--- src/rtl/moonbase_io_periph.sv ---
// Memory-mapped GPIO/timer peripheral on the 4-bit CPU's multiplexed external bus.
// Keeps its own copy of the address latch and answers reads on the 2-bit device-read lines.
module moonbase_io_periph #(
   parameter logic [6:0] BASE_ADDR = 7'h78,
   parameter int         PRESCALE  = 16
) (
   input  logic       clk,
   input  logic       reset_n,
   input  logic [7:0] bus_in,
   output logic [1:0] data_out,
   output logic       data_oe,
   input  logic [7:0] gpio_in,
   output logic [7:0] gpio_out,
   output logic       timer_expired
);

   localparam int PW = (PRESCALE > 2) ? $clog2(PRESCALE) : 1;

   logic [6:0]    addr_q, addr_d;
   logic          avld_q, avld_d;
   logic [7:0]    gout_q, gout_d;
   logic [7:0]    reload_q, reload_d;
   logic [7:0]    count_q, count_d;
   logic          running_q, running_d;
   logic          autorl_q, autorl_d;
   logic          pre_en_q, pre_en_d;
   logic          expired_q, expired_d;
   logic [PW-1:0] presc_q, presc_d;
   logic [7:0]    sync1_q, gin_q;

   logic hit, wr, ctrl_wr, tick, expire;
   logic unused_bus5;

   assign unused_bus5   = bus_in[5];
   assign hit           = avld_q && (addr_q[6:3] == BASE_ADDR[6:3]);
   assign wr            = !bus_in[7] && !bus_in[4] && hit;
   assign ctrl_wr       = wr && (addr_q[2:0] == 3'd4);
   assign tick          = running_q && (!pre_en_q || presc_q == PW'(PRESCALE - 1));
   assign data_oe       = hit;
   assign gpio_out      = gout_q;
   assign timer_expired = expired_q;

   always_comb begin
      data_out = 2'b00;
      if (hit) begin
         case (addr_q[2:0])
            3'd0:    data_out = gin_q[1:0];
            3'd1:    data_out = gin_q[3:2];
            3'd2:    data_out = gin_q[5:4];
            3'd3:    data_out = gin_q[7:6];
            3'd4:    data_out = {running_q, expired_q};
            3'd5:    data_out = {pre_en_q, autorl_q};
            default: data_out = 2'b00;
         endcase
      end
   end

   always_comb begin
      addr_d    = addr_q;
      avld_d    = avld_q;
      gout_d    = gout_q;
      reload_d  = reload_q;
      count_d   = count_q;
      running_d = running_q;
      autorl_d  = autorl_q;
      pre_en_d  = pre_en_q;
      expired_d = expired_q;
      presc_d   = presc_q;
      expire    = 1'b0;

      if (bus_in[7]) begin
         addr_d = bus_in[6:0];
         avld_d = 1'b1;
      end

      if (running_q && pre_en_q)
         presc_d = (presc_q == PW'(PRESCALE - 1)) ? '0 : presc_q + 1'b1;

      if (tick) begin
         if (count_q != 8'd0) begin
            count_d = count_q - 8'd1;
         end else begin
            expire = 1'b1;
            if (autorl_q) count_d   = reload_q;
            else          running_d = 1'b0;
         end
      end

      // A control write overrides the tick's effect on count/running; only a stop also
      // suppresses the expiry flag, so start+expiry still leaves expired set.
      if (ctrl_wr) begin
         running_d = bus_in[0];
         count_d   = bus_in[0] ? reload_q : count_q;
         presc_d   = '0;
         autorl_d  = bus_in[1];
         pre_en_d  = bus_in[3];
         if (!bus_in[0]) expire = 1'b0;
      end

      if (expire)                     expired_d = 1'b1;
      else if (ctrl_wr && bus_in[2])  expired_d = 1'b0;

      if (wr) begin
         case (addr_q[2:0])
            3'd0:    gout_d[3:0]   = bus_in[3:0];
            3'd1:    gout_d[7:4]   = bus_in[3:0];
            3'd2:    reload_d[3:0] = bus_in[3:0];
            3'd3:    reload_d[7:4] = bus_in[3:0];
            default: ;
         endcase
      end
   end

   always_ff @(posedge clk or negedge reset_n) begin
      if (!reset_n) begin
         addr_q    <= '0;
         avld_q    <= 1'b0;
         gout_q    <= '0;
         reload_q  <= '0;
         count_q   <= '0;
         running_q <= 1'b0;
         autorl_q  <= 1'b0;
         pre_en_q  <= 1'b0;
         expired_q <= 1'b0;
         presc_q   <= '0;
         sync1_q   <= '0;
         gin_q     <= '0;
      end else begin
         addr_q    <= addr_d;
         avld_q    <= avld_d;
         gout_q    <= gout_d;
         reload_q  <= reload_d;
         count_q   <= count_d;
         running_q <= running_d;
         autorl_q  <= autorl_d;
         pre_en_q  <= pre_en_d;
         expired_q <= expired_d;
         presc_q   <= presc_d;
         sync1_q   <= gpio_in;
         gin_q     <= sync1_q;
      end
   end

endmodule

--- config.mk ---
export PLATFORM = sky130hd
export DESIGN_NAME = moonbase_io_periph
export DESIGN_NICKNAME = d
export VERILOG_FILES = /design/src/rtl/moonbase_io_periph.sv
export SDC_FILE = /design/constraint.sdc
export NUM_CORES = 1
export LEC_CHECK = 0
export BUFFER_PORTS_ARGS = -buffer_cell sky130_fd_sc_hd__buf_2
export CORE_MARGIN = 2
export CORE_UTILIZATION = 40
export CTS_CLUSTER_DIAMETER = 40
export DETAILED_ROUTE_END_ITERATION = 8
export HOLD_SLACK_MARGIN = 0.06
export PLACE_DENSITY = 0.61
export SETUP_SLACK_MARGIN = 0.05
export SLEW_MARGIN = 10
export SYNTH_ARGS = -nofsm -noshare
export SYNTH_HDL_FRONTEND = slang
export SYNTH_SLANG_ARGS = --single-unit
--- constraint.sdc ---
create_clock -name clk -period 1.8 [get_ports clk]
set_input_delay 0.09 -clock clk [delete_from_list [all_inputs] [get_ports clk]]
set_output_delay 0.09 -clock clk [all_outputs]
set_load 0.05 [all_outputs]
==> results.py, run 1 <==
metrics = {
    "logic_synthesis": {
        "yosysWarningCount": 0,
        "ys.flop_type": "dfrtp_1",
        "yosysSeqAreaShare_pct": 57.1,
        "ys_seq_elements": 56,
        "syn-cell-area_um2": 2450,
        "synthCells": 206,
        "synth_cell_type_count": 40,
        "syn_area_per_cell_um2": 11.9,
        "synth_nets": 227,
        "synthArstFlopShare_pct": 100,
        "synth_enable_flop_cells": 0,
    },
    "power_and_ir_drop": {
        "power_density_nw_per_um2": 1060,
        "power_leakage_nw": 1.52,
        "irDropWorstVdd_mv": 0.538,
        "power_mw": 3.41,
    },
    "timing": {
        "fin_tns_setup_ns": 0,
        "fmax_mhz": 564,
        "worstMarginPinSlew_ns": 0.446,
        "timing_hold_violations_final": 0,
        "max-slew-margin-rel_pct": 70.3,
        "period_share_pct": 98.5,
        "skew_ns": 0.00878,
        "slew_viol_final": 0,
        "rsz0062_at_grt": "yes",
        "finalCriticalPeriod_ns": 1.77,
        "setup_violations": 0,
        "worst_slack_ns": 0.0270,
    },
    "clock_network": {
        "htreeDepth": 2,
        "cts_buffers": 5,
        "cts_buffer_depth": 2,
        "clk_pin_slew_ns": 0.10,
        "cts_tree": "done",
        "clock_sinks": 56,
        "clock_latency_ns": 0.30,
        "cts_root_buf": "clkbuf_8",
    },
    "grt": {
        "grt_use_total_pct": 16.6,
        "overflow": 0,
        "grt_pass1_wl_mm": 8.41,
        "antenna_found_initial": 0,
        "grt_pass1_vias": 1794,
        "grt_max_degree": 39,
    },
    "cells_and_area": {
        "layout_commonest_cell": "dfrtp_1",
        "fin_nets": 297,
        "drive_gt1_share_pct": 41.2,
        "mostFrequentLayoutCells": "56 x dfrtp_1, 27 x buf_2, 25 x buf_4, 23 x mux2_2, 16 x nand2_1",
        "antennaDiodeCount": 0,
        "syn_to_final_growth_pct": 30.6,
    },
    "die": {
        "core_area_um2": 5920,
        "die_w_um": 82.3,
        "num_io_pins": 30,
        "dieArea_um2": 6780,
        "num_rows": 28,
        "start_util_pct": 41.4,
        "dieHeight_um": 82.3,
    },
    "detailed_routing": {
        "wl_per_cell_um": 14.4,
        "vias": 1826,
        "drt_iter0_markers": 79,
        "first_pass_iters": 4,
        "remaining_drc_errors": 0,
        "drt_wl_total_mm": 5.06,
        "antenna_left": 0,
        "viasPerCell": 5.19,
    },
    "worst_hold_path": {
        "hold_path_depth": 3,
        "hold_path_class": "input pin to flop",
        "holdCritStartpoint": "bus_in[3]",
        "holdPathEnd": "pre_en_q$_DFFE_PN0P_",
    },
    "worst_setup_path": {
        "criticalPathCategory": "flop to flop",
        "critPathLaunchType": "flop",
        "path_max_fanout": 8,
        "critPathCaptureType": "flop",
        "r2r_cells": 9,
        "crit_arrival_ns": 2.01,
        "reg2reg_from": "count_q[0]$_DFFE_PN0P_",
        "regToRegSetupSlack_ns": 0.03,
        "crit_required_ns": 2.04,
        "reg2reg_to": "count_q[6]$_DFFE_PN0P_",
    },
    "placement": {
        "dp_hpwl_mm": 3.55,
        "port-buffer-count": 29,
        "pre_cts_ws_ns": -0.0562,
        "place.gp.congestion": 0.793,
    },
    "run": {
        "maxCapViolCount": 0,
    },
    "run_status": {
        "status": "finished, final reports clean",
    },
}
-- critical path, stage by stage (launching register included) --
cell and delay, ns:
dfrtp_1 0.38, inv_2 0.06, ha_4 0.14, nor4b_4 0.13, a32o_2 0.29, o31ai_4 0.25, buf_12 0.16, buf_8 0.12
o21ai_2 0.06, a22oi_2 0.11
-- synthesized netlist by cell type (3+ instances only) --
library cell	count	area, µm²
o21ai_0	12	60.1
nor3_1	3	15.0
a22oi_1	4	30.0
and2_1	3	18.8
ha_1	3	37.5
dfrtp_1	56	1400
mux2_2	24	270
nand3_1	14	70.1
a21oi_1	10	50.1
buf_6	3	33.8
nor2_1	10	37.5
nand2_1	17	63.8
nand4_1	3	18.8
inv_1	9	33.8
a21oi_2	3	26.3
-- stage by stage --
stage	hold WS [ns]	cells	util [%]	instance area (µm²)
after floorplan	-0.206	206	-	2450
after global placement	0.0597	322	47.4	2810
after detailed placement	0.0607	322	47.4	2810
after CTS	0.0659	349	53.0	3140
after global routing	0.103	352	54.1	3210
final	0.0708	352	54.1	3210
-- where the power goes --
part	internal [mW]	switching (mW)
combinational	0.527	0.458
sequential	1.45	0.188
clock	0.413	0.376
-- what timing repair did --
action,in CTS,in global routing
endpoints found under the setup margin,10,10
cloned,0,0
pin swaps,3,7
hold endpoints to repair,29,0
hold buffers,12,0
buffers inserted,7,3
gates resized for setup,17,15
-- sequential cells by signal, indices dropped and copies added (netlist names) --
signal         count
addr_q             7
gin_q              8
avld_q             1
running_q          1
autorl_q           1
reload_q           8
presc_q            4
count_q            8
pre_en_q           1
gpio_out           8
timer_expired      1
sync1_q            8
-- per-layer routing --
| metal | global-route usage, % | wire length, µm |
|---|---|---|
| met5 | 0 | 0 |
| met4 | 5.50 | 72 |
| met3 | 3.26 | 121 |
| met2 | 27.0 | 2480 |
| met1 | 22.4 | 2390 |
-- worst max path at each step --
stage | start | end | slack, ns | depth (start not counted)
finish | count_q[0]$_DFFE_PN0P_ | count_q[6]$_DFFE_PN0P_ | 0.03 | 9
global route | addr_q[0]$_DFFE_PN0P_ | data_out[1] | -0.05 | 5
CTS | count_q[0]$_DFFE_PN0P_ | count_q[6]$_DFFE_PN0P_ | 0.003 | 9
detailed placement | count_q[0]$_DFFE_PN0P_ | count_q[0]$_DFFE_PN0P_ | -0.06 | 8
global placement | count_q[0]$_DFFE_PN0P_ | count_q[0]$_DFFE_PN0P_ | -0.02 | 8
floorplan | count_q[0]$_DFFE_PN0P_ | count_q[1]$_DFFE_PN0P_ | 0.06 | 6
-- kinds of logic after synthesis --
family	after synthesis	share of synthesized area [%]
fa+ha+maj	3	1.53
compound gates	40	11.0
flops	56	57.1
xor+xnor	1	0.357
mux	27	12.7
buf+inv	16	3.47
simple gates	63	13.8
-- area by class of cell --
cell class / instances / area, µm²
timing repair buffer: 70 / 532
inverter: 9 / 33.8
clock buffer: 6 / 72.6
multi-input combinational: 134 / 1040
clock inverter: 2 / 35.0
tap: 75 / 93.8
fill: 512 / 2720
sequential: 56 / 1400
Note: power is estimated with default switching activity, not from simulation.
==> inputs of run 2 (changes only) <==
Settings changed: CELL_PAD_IN_SITES_DETAIL_PLACEMENT from default to 0, CELL_PAD_IN_SITES_GLOBAL_PLACEMENT from default to 1, PLACE_DENSITY 0.61 to 0.73.
==> run 2 against run 1 <==
  * Critical path depth shrank 4
  * Routed wire length shrank 1.9%
  * Combinational power grew 6%
  * Via count shrank 0.93%
  * Largest cell class unchanged
==> results.py, run 2 (same netlist as run 1, synthesis figures left out) <==
metrics = {
    "run_status": {
        "status": "finished, final reports clean",
    },
    "cells_and_area": {
        "layout_commonest_cell": "dfrtp_1",
        "fin_nets": 296,
        "design_area_um2": 3220,
        "seqCellArea_um2": 1400,
        "drive_gt1_share_pct": 41.7,
        "mostFrequentLayoutCells": "56 x dfrtp_1, 27 x buf_2, 23 x mux2_2, 21 x buf_4, 15 x nand2_1",
        "syn_to_final_growth_pct": 31.3,
        "stdcell_count": 351,
        "multi_input_area_um2": 1040,
        "antennaDiodeCount": 0,
        "nFillCells": 520,
    },
    "placement": {
        "port-buffer-count": 29,
        "place.gp.congestion": 0.739,
        "place_area_um2": 2830,
        "dp_hpwl_mm": 3.49,
        "dpl.cell_count": 326,
    },
    "timing": {
        "period_share_pct": 98.0,
        "max-slew-margin-rel_pct": 63.9,
        "setup_violations": 0,
        "slew_viol_final": 0,
        "worstMarginPinSlew_ns": 0.542,
        "fmax_mhz": 567,
        "finalCriticalPeriod_ns": 1.76,
        "holdWs_ns": 0.0735,
        "timing_hold_violations_final": 0,
        "skew_ns": 0.0100,
        "rsz0062_at_grt": "yes",
    },
    "grt": {
        "grt_use_total_pct": 16.5,
        "grt_pass1_vias": 1781,
        "antenna_found_initial": 0,
        "grt_pass1_wl_mm": 8.50,
        "grt_max_degree": 36,
        "overflow": 0,
    },
    "clock_network": {
        "cts_tree": "done",
        "cts_buffer_depth": 2,
        "clock_latency_ns": 0.31,
        "cts_root_buf": "clkbuf_8",
        "htreeDepth": 2,
        "clk_pin_slew_ns": 0.09,
        "clock_sinks": 56,
        "cts_buffers": 5,
    },
    "worst_setup_path": {
        "path_cells": "buf_6, mux4_2, mux2i_1, nor2_1, buf_6",
        "r2r_cells": 8,
        "reg2reg_to": "count_q[3]$_DFFE_PN0P_",
        "path_max_fanout": 6,
        "regToRegSetupSlack_ns": 0.04,
        "worst-path-stages": 5,
        "critical_path_buf_inv_count": 2,
        "criticalPathCategory": "flop to output pin",
        "slowest_delay_ns": 0.51,
        "path_common_cell": "buf_6",
        "crit_required_ns": 1.71,
        "cp-startpoint": "addr_q[0]$_DFFE_PN0P_",
        "crit_family": "multiplexers",
        "reg2reg_from": "count_q[0]$_DFFE_PN0P_",
        "critPathLaunchType": "flop",
        "slowest_stage": "mux4_2",
        "critPathCaptureType": "output pin",
        "crit_path_end": "data_out[1]",
        "crit_arrival_ns": 1.67,
    },
    "power_and_ir_drop": {
        "power_density_nw_per_um2": 1090,
        "power_mw": 3.52,
        "irDropWorstVdd_mv": 0.539,
        "power_leakage_nw": 1.53,
    },
    "detailed_routing": {
        "vias": 1809,
        "drt_iter0_markers": 72,
        "first_pass_iters": 4,
        "drt_wl_total_mm": 4.96,
        "antenna_left": 0,
        "viasPerCell": 5.15,
        "remaining_drc_errors": 0,
        "wl_per_cell_um": 14.1,
    },
    "run": {
        "maxCapViolCount": 0,
    },
    "die": {
        "start_util_pct": 41.4,
        "core_area_um2": 5920,
        "dieHeight_um": 82.3,
        "num_io_pins": 30,
        "dieArea_um2": 6780,
        "num_rows": 28,
        "die_w_um": 82.3,
    },
    "worst_hold_path": {
        "hold_path_class": "input pin to flop",
    },
}
-- run 2: worst reg2reg max path: stages (launching register included) --
cell and delay (ns):
dfrtp_1 0.38, inv_2 0.07, ha_4 0.15, nor4b_4 0.12, a32o_2 0.28, o31ai_4 0.30, buf_4 0.19, o21ai_1 0.05
a22oi_1 0.15
-- run 2: worst min-delay path by stage --
stage               startpoint                endpoint  slack [ns]  cells past startpoint
floorplan              reset_n   addr_q[0]$_DFFE_PN0P_       -0.21                      0
finish               bus_in[3]    pre_en_q$_DFFE_PN0P_        0.07                      3
detailed placement     reset_n  count_q[4]$_DFFE_PN0P_        0.10                      1
global route         bus_in[3]    pre_en_q$_DFFE_PN0P_        0.09                      3
global placement       reset_n  count_q[4]$_DFFE_PN0P_        0.09                      1
CTS                  bus_in[3]    pre_en_q$_DFFE_PN0P_        0.07                      3
-- run 2: layout make-up --
| type | instances | share of cell area (%) |
|---|---|---|
| clock buffer | 7 | 2.99 |
| sequential | 56 | 43.5 |
| multi-input combinational | 134 | 32.4 |
| inverter | 9 | 1.05 |
| clock inverter | 1 | 0.932 |
| timing repair buffer | 69 | 16.2 |
| tap | 75 | 2.91 |
-- run 2: stage by stage --
stage	TNS [ns]	worst slack, ns	utilization, %
after floorplan	0	0.0578	-
after global placement	-0.00885	-0.00885	47.7
after detailed placement	-0.153	-0.0663	47.7
after CTS	-0.0465	-0.0136	53.5
after global routing	-0.287	-0.0749	54.4
final	0	0.0367	54.4
-- run 2: where the power goes --
| part | internal [mW] | switching [mW] | total (mW) |
|---|---|---|---|
| clock | 0.491 | 0.384 | 0.875 |
| sequential | 1.45 | 0.145 | 1.60 |
| combinational | 0.547 | 0.497 | 1.04 |
-- run 2: layer usage --
layer	GRT usage, %	routed length [µm]	vias up
met2	26.7	2470	32
li1	-	-	872
met3	2.39	135	7
met4	5.00	49	0
met1	23.0	2310	898
met5	0	0	-
-- run 2: repair_timing --
item / CTS / global route
hold buffers: 12 / 0
pin swaps: 6 / 7
buffers inserted: 5 / 0
hold endpoints to repair: 32 / 0
resized for setup: 19 / 16
endpoints found under the setup margin: 10 / 10
==> inputs of run 3 (changes only) <==
Settings changed: ABC_AREA from default to 1, MAX_ROUTING_LAYER from default to met4, PLACE_DENSITY 0.73 to 0.72.
Clock period 1.8 ns to 2.1 ns, I/O delays scaled along.
==> run 3 against run 2 <==
  * Worst setup slack better by 0.12 ns
  * Count of clock-buffer cells in the layout is 2 lower
  * Via count is 4.8% higher
  * Core utilization is 6.1 points lower
  * Critical path depth is 1 higher
  * Die area is 3.6% higher
  * Largest power group unchanged
==> results.py, run 3 <==
metrics = {
    "clock_network": {
        "clk_pin_slew_ns": 0.10,
        "cts_buffers": 5,
        "cts_root_buf": "clkbuf_8",
        "htreeDepth": 2,
        "clock_sinks": 56,
        "cts_buffer_depth": 2,
        "clock_latency_ns": 0.31,
        "cts_tree": "done",
    },
    "die": {
        "num_rows": 29,
        "num_io_pins": 30,
        "die_w_um": 83.8,
        "dieArea_um2": 7020,
        "start_util_pct": 40.8,
        "core_area_um2": 6240,
        "dieHeight_um": 83.8,
    },
    "placement": {
        "port-buffer-count": 29,
        "dpl.cell_count": 380,
        "place_area_um2": 2770,
        "place.gp.congestion": 0.860,
        "dp_hpwl_mm": 3.52,
        "pre_cts_ws_ns": 0.463,
    },
    "detailed_routing": {
        "drt_iter0_markers": 82,
        "viasPerCell": 4.72,
        "wl_per_cell_um": 12.6,
        "antenna_left": 0,
        "drt_wl_total_mm": 5.07,
        "first_pass_iters": 6,
        "vias": 1896,
        "remaining_drc_errors": 0,
    },
    "timing": {
        "fin_tns_setup_ns": 0,
        "period_share_pct": 92.3,
        "max-slew-margin-rel_pct": 52.8,
        "rsz0062_at_grt": "no",
        "setup_violations": 0,
        "finalCriticalPeriod_ns": 1.94,
        "fmax_mhz": 516,
        "worstMarginPinSlew_ns": 0.708,
        "skew_ns": 0.00553,
        "slew_viol_final": 0,
        "worst_slack_ns": 0.161,
        "timing_hold_violations_final": 0,
    },
    "logic_synthesis": {
        "syn-cell-area_um2": 2550,
        "ys_seq_elements": 56,
        "synth_cell_type_count": 30,
        "ys_top_cells_by_area": "dfrtp_1 55%, nand2_1 12%, o21ai_0 5.7%",
        "ys.flop_type": "dfrtp_1",
        "synth_top_area_share_pct": 55.0,
        "synth_top_family_by_area": "simple AND/OR/NAND/NOR gates",
        "synth_nets": 297,
        "synthArstFlopShare_pct": 100,
        "synth_compound_area_share_pct": 6.97,
        "synthTopCellsByCount": "82 x nand2_1, 56 x dfrtp_1, 29 x o21ai_0",
        "synthCells": 276,
        "synth_enable_flop_cells": 0,
        "syn_area_per_cell_um2": 9.23,
        "synth_adder_area_share_pct": 1.47,
        "yosysMostFrequentCell": "nand2_1",
        "yosysSeqAreaShare_pct": 55.0,
        "synth_top_area_cell": "dfrtp_1",
        "synthXorXnorAreaFrac_pct": 1.72,
        "yosysWarningCount": 0,
        "synthMuxAreaShare_pct": 0.442,
        "synthSimpleGateAreaFrac_pct": 28.5,
    },
    "worst_setup_path": {
        "crit_required_ns": 2.00,
        "path_max_fanout": 9,
        "critPathCaptureType": "output pin",
        "critPathLaunchType": "flop",
        "crit_arrival_ns": 1.83,
        "criticalPathCategory": "flop to output pin",
    },
    "cells_and_area": {
        "design_area_um2": 3010,
        "antennaDiodeCount": 0,
        "final_util_pct": 48.3,
        "layout_commonest_cell": "nand2_1",
        "nFillCells": 639,
        "drive_gt1_share_pct": 20.6,
        "syn_to_final_growth_pct": 18.3,
        "mostFrequentLayoutCells": "82 x nand2_1, 55 x dfrtp_1, 29 x o21ai_0, 29 x buf_2, 27 x inv_1",
        "stdcell_count": 402,
        "fin_nets": 345,
    },
    "grt": {
        "grt_pass1_wl_mm": 8.92,
        "overflow": 0,
        "grt_use_total_pct": 16.5,
        "grt_max_degree": 57,
        "grt_pass1_vias": 1869,
        "antenna_found_initial": 0,
    },
    "power_and_ir_drop": {
        "power_leakage_nw": 1.52,
        "power_density_nw_per_um2": 668,
        "irDropWorstVdd_mv": 0.357,
    },
    "run": {
        "maxCapViolCount": 0,
    },
    "worst_hold_path": {
        "hold_path_class": "input pin to flop",
    },
    "run_status": {
        "status": "finished, final reports clean",
    },
}
## run 3: kinds of logic (layout without fill, tap and decap cells)
group           count (synthesis)  count (layout)
simple gates                  142             142
flops                          56              56
compound gates                 35              35
buf+inv                        34              83
xor+xnor                        5               5
fa+ha+maj                       3               3
mux                             1               1
## run 3: through the flow
step / power (mW) / hold slack [ns]
after floorplan: 1.33 / -0.191
after global placement: 1.41 / 0.212
after detailed placement: 1.41 / 0.214
after CTS: 2.04 / 0.0952
after global routing: 2.12 / 0.111
final: 2.01 / 0.103
## run 3: layout make-up
| type | instances | area, µm² | area share (%) |
|---|---|---|---|
| multi-input cells | 186 | 1010 | 33.4 |
| flip-flops and latches | 56 | 1400 | 46.6 |
| repair buffers | 44 | 293 | 9.72 |
| well taps | 77 | 96.3 | 3.20 |
| inverters | 31 | 124 | 4.11 |
| clock buffers | 5 | 68.8 | 2.28 |
| clock inverters | 3 | 22.5 | 0.748 |
## run 3: path summary, 6_finish.rpt
path,end,start,slack [ns],cells past startpoint
setup / recovery,data_out[1],addr_q[2]$_DFFE_PN0P_,0.16,6
hold / removal,addr_q[0]$_DFFE_PN0P_,bus_in[0],0.10,3
setup reg to reg,count_q[0]$_DFFE_PN0P_,count_q[0]$_DFFE_PN0P_,0.48,9
hold reg to reg,gin_q[4]$_DFF_PN0_,sync1_q[4]$_DFF_PN0_,0.36,0
max in group asynchronous,addr_q[0]$_DFFE_PN0P_,reset_n,1.16,3
min in group asynchronous,presc_q[0]$_DFFE_PN0P_,reset_n,0.46,3
## run 3: layer usage
| layer | vias up | wire length [µm] | GRT usage (%) | part of all wire, % |
|---|---|---|---|---|
| met5 | - | 0 | - | 0 |
| met3 | 4 | 147 | 3.36 | 2.9 |
| li1 | 984 | - | - | - |
| met2 | 29 | 2400 | 24.9 | 47 |
| met1 | 879 | 2470 | 22.9 | 49 |
| met4 | 0 | 53 | 4.40 | 1.0 |
## run 3: repair_timing
item,4_1_cts,5_1_grt
hold buffers,14,0
endpoints found under the hold margin,69,0
gates resized for setup,0,3
setup endpoints to repair,0,2
setup buffers,0,0
## run 3: worst max-delay path: stages, from the launching register on
cell and delay (ns):
dfrtp_1 0.53, nor3_2 0.34, nand2_1 0.09, nand2_1 0.07
nor2_1 0.04, a31oi_1 0.16, buf_2 0.29
## run 3: where the power goes
group / internal (mW) / switching, mW / total [mW]
clock network: 0.240 / 0.363 / 0.603
registers: 1.13 / 0.0422 / 1.17
logic: 0.0763 / 0.159 / 0.235
